--- config.mk ---
export PLATFORM = sky130hd
export DESIGN_NAME = mem_wb_stage
export DESIGN_NICKNAME = d
export VERILOG_FILES = /design/src/rtl/mem_wb_pkg.sv /design/src/rtl/mem_wb_stage_dmem_array.sv /design/src/rtl/mem_wb_stage.sv
export SDC_FILE = /design/constraint.sdc
export NUM_CORES = 1
export LEC_CHECK = 0
export CELL_PAD_IN_SITES_DETAIL_PLACEMENT = 0
export CELL_PAD_IN_SITES_GLOBAL_PLACEMENT = 1
export CORE_MARGIN = 2
export CORE_UTILIZATION = 44
export DETAILED_ROUTE_END_ITERATION = 16
export GPL_TIMING_DRIVEN = 0
export PLACE_DENSITY_LB_ADDON = 0.1
export SETUP_SLACK_MARGIN = 0.4
export SYNTH_ARGS = -nofsm -noshare
export SYNTH_HDL_FRONTEND = slang
export SYNTH_HIERARCHICAL = 1
export SYNTH_SLANG_ARGS = --single-unit
--- constraint.sdc ---
create_clock -name clk -period 4.4 [get_ports clk]
set_clock_uncertainty 0.1 [all_clocks]
set_input_delay 0.88 -clock clk [delete_from_list [all_inputs] [get_ports clk]]
set_output_delay 0.88 -clock clk [all_outputs]
set_load 0.02 [all_outputs]
--- src/rtl/mem_wb_pkg.sv ---
// Shared types and constants for the MEM/WB stage.
package mem_wb_pkg;

  localparam int unsigned DATA_WIDTH = 8;
  localparam int unsigned ADR_WIDTH  = 4;
  localparam int unsigned REG_WIDTH  = 3;
  localparam int unsigned OPC_W      = 4;

  localparam logic [OPC_W-1:0] OPC_ALU   = 4'b0000;
  localparam logic [OPC_W-1:0] OPC_LOAD  = 4'b1000;
  localparam logic [OPC_W-1:0] OPC_STORE = 4'b1001;

  typedef enum logic {
    IDLE = 1'b0,
    WAIT = 1'b1
  } state_t;

  // EX/MEM payload as captured at accept
  typedef struct packed {
    logic [ADR_WIDTH-1:0]  adr;
    logic [DATA_WIDTH-1:0] result;
    logic [OPC_W-1:0]      opcode;
    logic [REG_WIDTH-1:0]  dest_reg;
    logic                  reg_we;
    logic                  mem_we;
  } exmem_bundle_t;

  // A store bit always wins over the opcode
  function automatic logic is_load(input exmem_bundle_t b, input logic [OPC_W-1:0] op_load);
    return !b.mem_we && (b.opcode == op_load);
  endfunction

endpackage

--- src/rtl/mem_wb_stage_dmem_array.sv ---
// Data memory: synchronous write, asynchronous read, whole array cleared by reset.
module dmem_array #(
  parameter int unsigned DATA_W = 8,
  parameter int unsigned ADR_W  = 4
) (
  input  logic              clk,
  input  logic              rst,
  input  logic              i_we,
  input  logic [ADR_W-1:0]  i_wadr,
  input  logic [DATA_W-1:0] i_wdata,
  input  logic [ADR_W-1:0]  i_radr,
  output logic [DATA_W-1:0] o_rdata
);

  localparam int unsigned DEPTH = 2 ** ADR_W;

  logic [DATA_W-1:0] r_mem [DEPTH];

  // Word write; reset zeroes every word
  always_ff @(posedge clk or posedge rst) begin
    if (rst) begin
      for (int i = 0; i < DEPTH; i++) r_mem[i] <= '0;
    end else if (i_we) begin
      r_mem[i_wadr] <= i_wdata;
    end
  end

  assign o_rdata = r_mem[i_radr];

endmodule

--- src/rtl/mem_wb_stage.sv ---
// MEM/WB stage: accepts EX/MEM bundles, runs the data-memory access, drives the writeback port.
module mem_wb_stage
  import mem_wb_pkg::*;
#(
  parameter int unsigned DATA_W  = DATA_WIDTH,
  parameter int unsigned ADR_W   = ADR_WIDTH,
  parameter int unsigned REG_W   = REG_WIDTH,
  parameter int unsigned MEM_LAT = 2,
  parameter logic [3:0]  OP_LOAD = OPC_LOAD
) (
  input  logic              clk,
  input  logic              rst,
  input  logic              in_valid,
  output logic              in_ready,
  input  logic [ADR_W-1:0]  in_mem_adr,
  input  logic [DATA_W-1:0] in_result,
  input  logic [3:0]        in_opcode,
  input  logic [REG_W-1:0]  in_dest_reg,
  input  logic              in_reg_we,
  input  logic              in_mem_we,
  output logic              wb_valid,
  output logic              wb_we,
  output logic [REG_W-1:0]  wb_adr,
  output logic [DATA_W-1:0] wb_data,
  output logic              fwd_valid,
  output logic [REG_W-1:0]  fwd_reg,
  output logic [DATA_W-1:0] fwd_data,
  output logic              pend_valid,
  output logic [REG_W-1:0]  pend_reg
);

  localparam int unsigned CNT_W    = 3;
  localparam int unsigned CNT_INIT = (MEM_LAT > 1) ? (MEM_LAT - 2) : 0;

  state_t            r_state;
  logic [CNT_W-1:0]  r_cnt;
  exmem_bundle_t     r_op;

  exmem_bundle_t     w_in_op;
  exmem_bundle_t     w_cur;
  logic              w_accept;
  logic              w_in_mem;
  logic              w_done_acc;
  logic              w_done_wait;
  logic              w_done;
  logic              w_cur_store;
  logic              w_cur_load;
  logic [DATA_W-1:0] w_rdata;

  // Pack the incoming bundle
  always_comb begin
    w_in_op          = '0;
    w_in_op.adr      = in_mem_adr;
    w_in_op.result   = in_result;
    w_in_op.opcode   = in_opcode;
    w_in_op.dest_reg = in_dest_reg;
    w_in_op.reg_we   = in_reg_we;
    w_in_op.mem_we   = in_mem_we;
  end

  assign in_ready = (r_state == IDLE);
  assign w_accept = in_valid && in_ready;
  assign w_in_mem = in_mem_we || (in_opcode == OP_LOAD);

  // The op completing this edge is the live input in IDLE, the captured one in WAIT
  assign w_cur       = (r_state == WAIT) ? r_op : w_in_op;
  assign w_cur_store = w_cur.mem_we;
  assign w_cur_load  = is_load(w_cur, OP_LOAD);

  assign w_done_acc  = w_accept && (!w_in_mem || (MEM_LAT == 1));
  assign w_done_wait = (r_state == WAIT) && (r_cnt == '0);
  assign w_done      = w_done_acc || w_done_wait;

  dmem_array #(
    .DATA_W (DATA_W),
    .ADR_W  (ADR_W)
  ) u_dmem (
    .clk     (clk),
    .rst     (rst),
    .i_we    (w_done && w_cur_store),
    .i_wadr  (w_cur.adr),
    .i_wdata (w_cur.result),
    .i_radr  (w_cur.adr),
    .o_rdata (w_rdata)
  );

  // FSM, latency counter, operand capture and writeback registers
  always_ff @(posedge clk or posedge rst) begin
    if (rst) begin
      r_state  <= IDLE;
      r_cnt    <= '0;
      r_op     <= '0;
      wb_valid <= 1'b0;
      wb_we    <= 1'b0;
      wb_adr   <= '0;
      wb_data  <= '0;
    end else begin
      wb_valid <= 1'b0;
      case (r_state)
        IDLE: begin
          if (w_accept) begin
            r_op <= w_in_op;
            if (w_in_mem && (MEM_LAT > 1)) begin
              r_state <= WAIT;
              r_cnt   <= CNT_W'(CNT_INIT);
            end
          end
        end
        WAIT: begin
          if (r_cnt == '0) r_state <= IDLE;
          else             r_cnt   <= r_cnt - CNT_W'(1);
        end
        default: r_state <= IDLE;
      endcase
      if (w_done) begin
        wb_valid <= 1'b1;
        wb_we    <= !w_cur_store && w_cur.reg_we;
        wb_adr   <= w_cur.dest_reg;
        wb_data  <= w_cur_load ? w_rdata : w_cur.result;
      end
    end
  end

  assign fwd_valid  = wb_valid && wb_we;
  assign fwd_reg    = wb_adr;
  assign fwd_data   = wb_data;
  assign pend_valid = (r_state == WAIT) && is_load(r_op, OP_LOAD) && r_op.reg_we;
  assign pend_reg   = r_op.dest_reg;

endmodule

# Word level (Yosys, flattened, before mapping)
# Index checks and enable logic that the tools add are counted.
# word_totals
out_inout_bits	30
register_bits	166
in_bits	24
elab_cells	75
# classes
n_reduce_logical	19
addsub	1
order_cmp	2
bitwise	2
eq_ne	6
mux	17
# ops
operator	count
$bwmux W128	1
$bmux W8 S4	1
$demux W8 S4	1
$mux W8	4
$mux W21	1
$eq A4 B4 Y1 const B	3
$logic_and A1 B1 Y1	11
$mux W3	3
$pmux W3 S2	1
$ge A5 B5 Y1 const B	1
$lt A5 B1 Y1 const B	1
$not A4 Y5	1
$mux W1	4
$ne A2 B1 Y1 const B	2
$logic_not A1 Y1	3
$logic_not A3 Y1	1
$reduce_and A3 Y1	1
$sub A3 B1 Y3 const B	1
$logic_or A1 B1 Y1	2
$ne A2 B2 Y1 const B	1
$pmux W1 S2	1
$reduce_and A2 Y1	1
$not A1 Y1	1

# Logic depth before layout (Yosys ltp)
# Gate-level depths: netlist of the first run.
# depth
depth_word	7
mapped_depth	10
ltp_nobuf	8

# Modules after synthesis
# The synthesis of the first run kept the hierarchy.
# modules_own_cells
mod	cells_per_inst	n_inst	seq_area_each_um2	area_each_um2
dmem_array	369	1	3203.1	5953.2
mem_wb_stage	197	1	950.9	1925.6

# Least setup slack after synthesis of the first run
# OpenSTA, ideal clock, no wires.
# synth_timing
path_type	in2reg
from	in in_mem_adr[0]
to	reg wb_data[0] (netlist: fwd_data[0])
arrival_time_ns	2.493
slack_ns	1.685
required_ns	4.178
path_stages	8
path_buffers	2
path_cell_list	mux2_2 buf_2 buf_2 mux4_2 a22oi_1 nand2_1 o21ai_0 o2bb2ai_1
# synth_via
elab_chain_len	6
# synth_lines
element	line_no	rtl
start: declaration	mem_wb_stage.sv:15	input logic [ADR_W-1:0] in_mem_adr,
$mux W21	mem_wb_stage.sv:66	assign w_cur = (r_state == WAIT) ? r_op : w_in_op;
$not A4 Y5 (implied by the code)	mem_wb_stage_dmem_array.sv:28	assign o_rdata = r_mem[i_radr];
$bmux W8 S4	mem_wb_stage_dmem_array.sv:28	
$mux W8 (implied by the code) (2 in a row)	mem_wb_stage_dmem_array.sv:28	
named net w_rdata[0]	mem_wb_stage.sv:48	logic [DATA_W-1:0] w_rdata;
$mux W8	mem_wb_stage.sv:119	wb_data <= w_cur_load ? w_rdata : w_cur.result;
end signal: assignment	mem_wb_stage.sv:119	
end: declaration	mem_wb_stage.sv:24	output logic [DATA_W-1:0] wb_data,
# The timed path passes the listed nets, and every way through them passes these cells. The select of a mux whose other input is x is not followed.
# A chain may end at the register's enable or synchronous reset.

==> results.cfg, run 1 <==
[die]
die_x_um = 138
boundaryPins = 54
start_util_pct = 45.2
die_area_sq_um = 19000
num_rows = 48
core_sq_um = 17400
die_y_um = 138

[routing]
top_layer_used = met4
ant_nets = 0
wl_mm = 18.7
drtPass1Iterations = 7
wl_met2_mm = 9.19
viasPerCell = 5.48
drc = 0
avgRoutedWirePerCell_um = 21.2
vias = 4821
wl_met3_um = 683
drtIter0Drc = 216
wl_met1_mm = 8.64

[synth]
yosysUniqueCellTypes = 43
synth_edf_count = 0
synth_seq_cells = 166
synth_top_area_cell = dfrtp_1
syn_area_per_cell_sq_um = 13.9
syn-instance-count = 566
ys_top_cells_by_area = dfrtp_1, mux2_2, mux4_2
synth_async_sr_flop_share_pct = 100
ys.flop_type = dfrtp_1
syn_nets = 592
ys_seq_area_share_pct = 52.7
yosys_warnings = 6
synth_top_area_share_pct = 52.7
syn_area_sq_um = 7880

[min_path]
min_from = r_op[20]
whs_path_depth = 2
hold_end = r_op[20]
hp-class = flip-flop to flip-flop

[layout]
fin_util_pct = 53.8
largest_register = u_dmem/r_mem
final_area_sq_um = 9370
layoutNonFillerInstCount = 880
layout_commonest_cell = dfrtp_1
drive_gt1_share_pct = 40.5
syn_to_final_growth_pct = 18.9
diodes = 0
nets = 668
largest_reg_flops = 128
layout_common_cells = dfrtp_1, mux2_2, nand2_1

[clock_network]
ctsHoldBuffers = 0
clk_path_buf_depth = 2
path_clk_slew_ns = 0.07
cts_max_level = 4
cts_resized = 0
clock_sinks = 166
cts_tree = done
post_cts_buffers = 0
cts_root_buffer = clkbuf_16
clock_latency_ns = 0.42
cts-buffers-inserted = 17

[critical_path]
ff2ff_setup_slack_ns = 0.92
crit_path_end_kind = flip-flop
worst_r2r_path_depth = 10
critPathKind = flip-flop to flip-flop
crit_fanout = 10
reg2reg_from = r_state
cp-start-kind = flip-flop
cp_data_arrival_time_ns = 3.69
cp.required_ns = 4.61
r2r-end = fwd_data[2]

[status]
outcome = finished clean

[timing]
finalHoldViolCount = 0
setup_viol = 0
setup_slack_ns = 0.923
final-max-slew-violation-count = 0
fmax_mhz = 288
fin_crit_ns = 3.48
worst_slew_pin_slew_ns = 0.956
max-slew-margin-rel_pct = 35.9
min_period_over_period_pct = 79.0
fin_hold_ws_ns = 0.368
finalSetupTns_ns = 0
grt_setup_unrepaired = no

[power_and_ir_drop]
sequentialPowerShare_pct = 44.7
swShare_pct = 27.2
p_sw_mw = 1.14
leakage_nw = 4.35
pwr-share-clk_pct = 35.5
power_mw = 4.19
cellPowerDensity_nw_per_um2 = 447
combPwrFrac_pct = 19.9
p_int_mw = 3.05
ir_worst_vdd_uv = 321

[global_routing]
grt_pass1_wl_mm = 29.0
grt_max_degree = 42
grt_pass1_vias = 4946
grt_overflow = 0
grt_util_all_layers_pct = 21.1
antenna_found_initial = 0

[place]
place_area_sq_um = 8770
dp_hpwl_mm = 13.0
routabilityCongestion = 0.774
dpl_worst_slack_ns = 0.617
portBuffers = 53
dp.cells = 848

[job]
cap_violations = 0
==> per-layer routing <==
metal	global-route usage, %	vias to the layer above
met5	0	-
met3	4.34	14
met1	29.5	2524
met2	34.0	92
met4	5.50	0
li1	-	2191
==> power by group through the flow <==
stage	Sequential (mW)	Combinational, mW	Clock (mW)
6_report	1.87	0.833	1.49
5_1_grt	1.89	0.898	1.58
4_1_cts	1.87	0.843	1.51
3_5_place_dp	1.90	0.841	0
3_3_place_gp	1.88	0.812	0
2_1_floorplan	1.89	0.554	0
==> cell type report <==
cell class	count	area (sq um)
Buffer	49	288
Clock buffer	21	480
Clock inverter	11	113
Fill cell	1444	8050
Inverter	8	36.3
Multi-Input combinational cell	343	3400
Sequential cell	166	4150
Tap cell	225	282
Timing Repair Buffer	57	611
==> Yosys cell counts, types with 2 or more instances <==
cell / n
dfrtp_1: 166
mux2_2: 124
nand2_1: 72
mux4_2: 32
buf_4: 18
a22oi_1: 17
mux2_4: 16
clkbuf_1: 15
nor2_1: 12
buf_2: 10
o21ai_0: 9
nor2_2: 8
o2bb2ai_1: 8
inv_1: 7
nor2b_1: 5
a21oi_2: 4
buf_1: 4
mux2i_1: 4
nand2b_1: 3
nor4b_4: 3
and2_1: 2
and4bb_2: 2
ha_1: 2
nand4bb_1: 2
o22ai_1: 2
or4_1: 2
==> worst max-delay path: stages (launching register included) <==
cell and delay (ns):
dfrtp_1 0.39, buf_4 0.23, buf_2 0.33, mux2_2 0.27, clkbuf_1 0.30, clkbuf_1 0.65, mux4_2 0.41, a22oi_1 0.26
nand2_1 0.10, o21ai_0 0.23, o2bb2ai_1 0.08
==> how the worst max path moves through the flow <==
stage                              from  depth (start not counted)           to
after floorplan           in_mem_adr[0]                          8  fwd_data[0]
after detailed placement  in_mem_adr[1]                          9  fwd_data[2]
final                           r_state                         10  fwd_data[2]
after global placement    in_mem_adr[1]                          9  fwd_data[2]
after global routing            r_state                         10  fwd_data[4]
after CTS                       r_state                         10  fwd_data[2]
==> logic make-up (layout without fill, tap and decap cells) <==
kind of cell | count (synthesis) | count (layout) | synth area share (%)
mux | 176 | 176 | 30.4
flops | 166 | 166 | 52.7
simple gates | 121 | 121 | 8.21
fa+ha+maj | 2 | 2 | 0.318
compound gates | 44 | 44 | 4.26
buf+inv | 57 | 146 | 4.07
No activity file was read; power rests on OpenSTA's default activity.
==> inputs of run 2 (changes only) <==
==> constraint.sdc (replaced) <==
create_clock -name clk -period 2.9 [get_ports clk]
set_clock_uncertainty 0.1 [all_clocks]
set_input_delay 0.58 -clock clk [delete_from_list [all_inputs] [get_ports clk]]
set_output_delay 0.58 -clock clk [all_outputs]
set_load 0.02 [all_outputs]
==> run 2 against run 1 <==
Compared with the run above:
- maximum frequency is 38% higher
- combinational power is 67% higher
- die area stayed put
- highest routed layer unchanged
- critical path depth stayed put
- clock-buffer cell count is 1 higher
- largest power group unchanged
- setup slack worse by 0.55 ns
==> results.cfg, run 2 (same netlist as run 1, synthesis figures left out) <==
[min_path]
hp-class = flip-flop to flip-flop

[critical_path]
reg2reg_from = r_state
ff2ff_setup_slack_ns = 0.37
crit_start = r_state
critPathKind = flip-flop to flip-flop
cp-start-kind = flip-flop
cp.required_ns = 3.11
worst_r2r_path_depth = 10
crit_fanout = 8
r2r-end = fwd_data[7]
endpoint = fwd_data[7]
crit_path_end_kind = flip-flop
cp_data_arrival_time_ns = 2.74

[layout]
layout_common_cells = dfrtp_1, mux2_2, nand2_1
fillCellCount = 1426
nets = 690
syn_to_final_growth_pct = 25.3
largest_register = u_dmem/r_mem
fin_util_pct = 56.7
largest_reg_flops = 128
diodes = 0
layout_commonest_cell = dfrtp_1
final_area_sq_um = 9870
drive_gt1_share_pct = 45.5

[place]
dp_hpwl_mm = 13.2
portBuffers = 53
routabilityCongestion = 0.782
place_area_sq_um = 8800

[global_routing]
grt_max_degree = 43
grt_util_all_layers_pct = 21.8
grt_pass1_vias = 5148
antenna_found_initial = 0
grt_overflow = 0
grt_pass1_wl_mm = 29.9

[timing]
grt_setup_unrepaired = yes
fin_crit_ns = 2.53
min_period_over_period_pct = 87.2
fin_hold_ws_ns = 0.366
max-slew-margin-rel_pct = 39.1
final-max-slew-violation-count = 0
fmax_mhz = 396
finalSetupTns_ns = 0
finalHoldViolCount = 0
setup_viol = 0
worst_slew_pin_slew_ns = 0.911

[routing]
ant_nets = 0
drtIter0Drc = 299
vias = 4953
drtPass1Iterations = 4
viasPerCell = 5.50
wl_mm = 19.2
avgRoutedWirePerCell_um = 21.3
drc = 0

[die]
core_sq_um = 17400
die_area_sq_um = 19000
boundaryPins = 54
die_y_um = 138
die_x_um = 138
num_rows = 48
start_util_pct = 45.2

[power_and_ir_drop]
sequentialPowerShare_pct = 44.0
combPwrFrac_pct = 21.6
ir_worst_vdd_uv = 436
leakage_nw = 4.59
p_sw_mw = 1.71
pwr-share-clk_pct = 34.4
p_int_mw = 4.74
swShare_pct = 26.5
cellPowerDensity_nw_per_um2 = 654

[status]
outcome = finished clean

[clock_network]
clk_path_buf_depth = 2
clock_latency_ns = 0.43
clock_sinks = 166
cts_max_level = 4
cts_root_buffer = clkbuf_16
path_clk_slew_ns = 0.07
cts-buffers-inserted = 17
cts_tree = done

[job]
cap_violations = 0
-- run 2: changes by cell type in the layout (fill, tap and decap cells not counted), sizes merged, moves of 2 or more --
cell	delta
buf	+19
clkbuf	+4
clkdlybuf4s50	-2
dlygate4sd2	+2
inv	-3
-- run 2: critical path, cell delays in order, from the launching register on --
cell,delay [ns]
dfrtp_1,0.40
buf_6,0.13
buf_12,0.12
mux2_4,0.33
buf_12,0.17
clkbuf_16,0.17
mux4_2,0.45
a22oi_2,0.22
nand2_1,0.11
o21ai_2,0.12
o2bb2ai_1,0.08
-- run 2: timing repair --
action / 4_1_cts / 5_1_grt
endpoints found under the setup margin: 130 / 81
setup buffers: 16 / 4
pin swaps: 18 / 13
hold buffers: 0 / 0
gates resized for setup: 45 / 27
gates cloned: 1 / 2
-- run 2: through the flow --
step | setup WS, ns | power (mW) | instances
global placement | -0.535 | 4.10 | 844
floorplan | 0.401 | 3.71 | 566
CTS | 0.325 | 6.45 | 894
global route | 0.320 | 6.74 | 900
finish | 0.373 | 6.46 | 900
detailed placement | -0.618 | 4.17 | 847
-- run 2: layout make-up --
type	count	area (sq um)	share of cell area, %
Buffer	49	428	4.34
Clock buffer	22	474	4.81
Clock inverter	8	98.8	1.00
Inverter	8	36.3	0.368
Multi-Input combinational cell	343	3550	36.0
Sequential cell	166	4150	42.1
Tap cell	225	282	2.85
Timing Repair Buffer	79	847	8.58
-- run 2: metal layers --
metal	part of all wire, %	wire length, um	vias up	GRT usage [%]
met3	2.9	555	19	3.72
met5	0	0	-	0
li1	-	-	2231	-
met4	1.2	239	0	6.41
met1	47	9030	2618	30.6
met2	49	9360	85	35.0
-- run 2: power by group through the flow --
stage	clock network [mW]	registers (mW)	logic [mW]
3_5_place_dp	0	2.88	1.29
6_report	2.22	2.84	1.39
4_1_cts	2.25	2.84	1.36
2_1_floorplan	0	2.86	0.851
3_3_place_gp	0	2.86	1.24
5_1_grt	2.36	2.88	1.50
-- run 2: worst min path at each step --
| stage | from | end | slack (ns) | depth (start not counted) |
|---|---|---|---|---|
| global route | r_op[11] | r_op[11] | 0.38 | 2 |
| global placement | r_op[10] | r_op[10] | 0.35 | 2 |
| CTS | r_op[11] | r_op[11] | 0.37 | 2 |
| detailed placement | r_op[11] | r_op[11] | 0.36 | 2 |
| floorplan | r_op[7] | r_op[7] | 0.34 | 2 |
| finish | r_op[11] | r_op[11] | 0.37 | 2 |
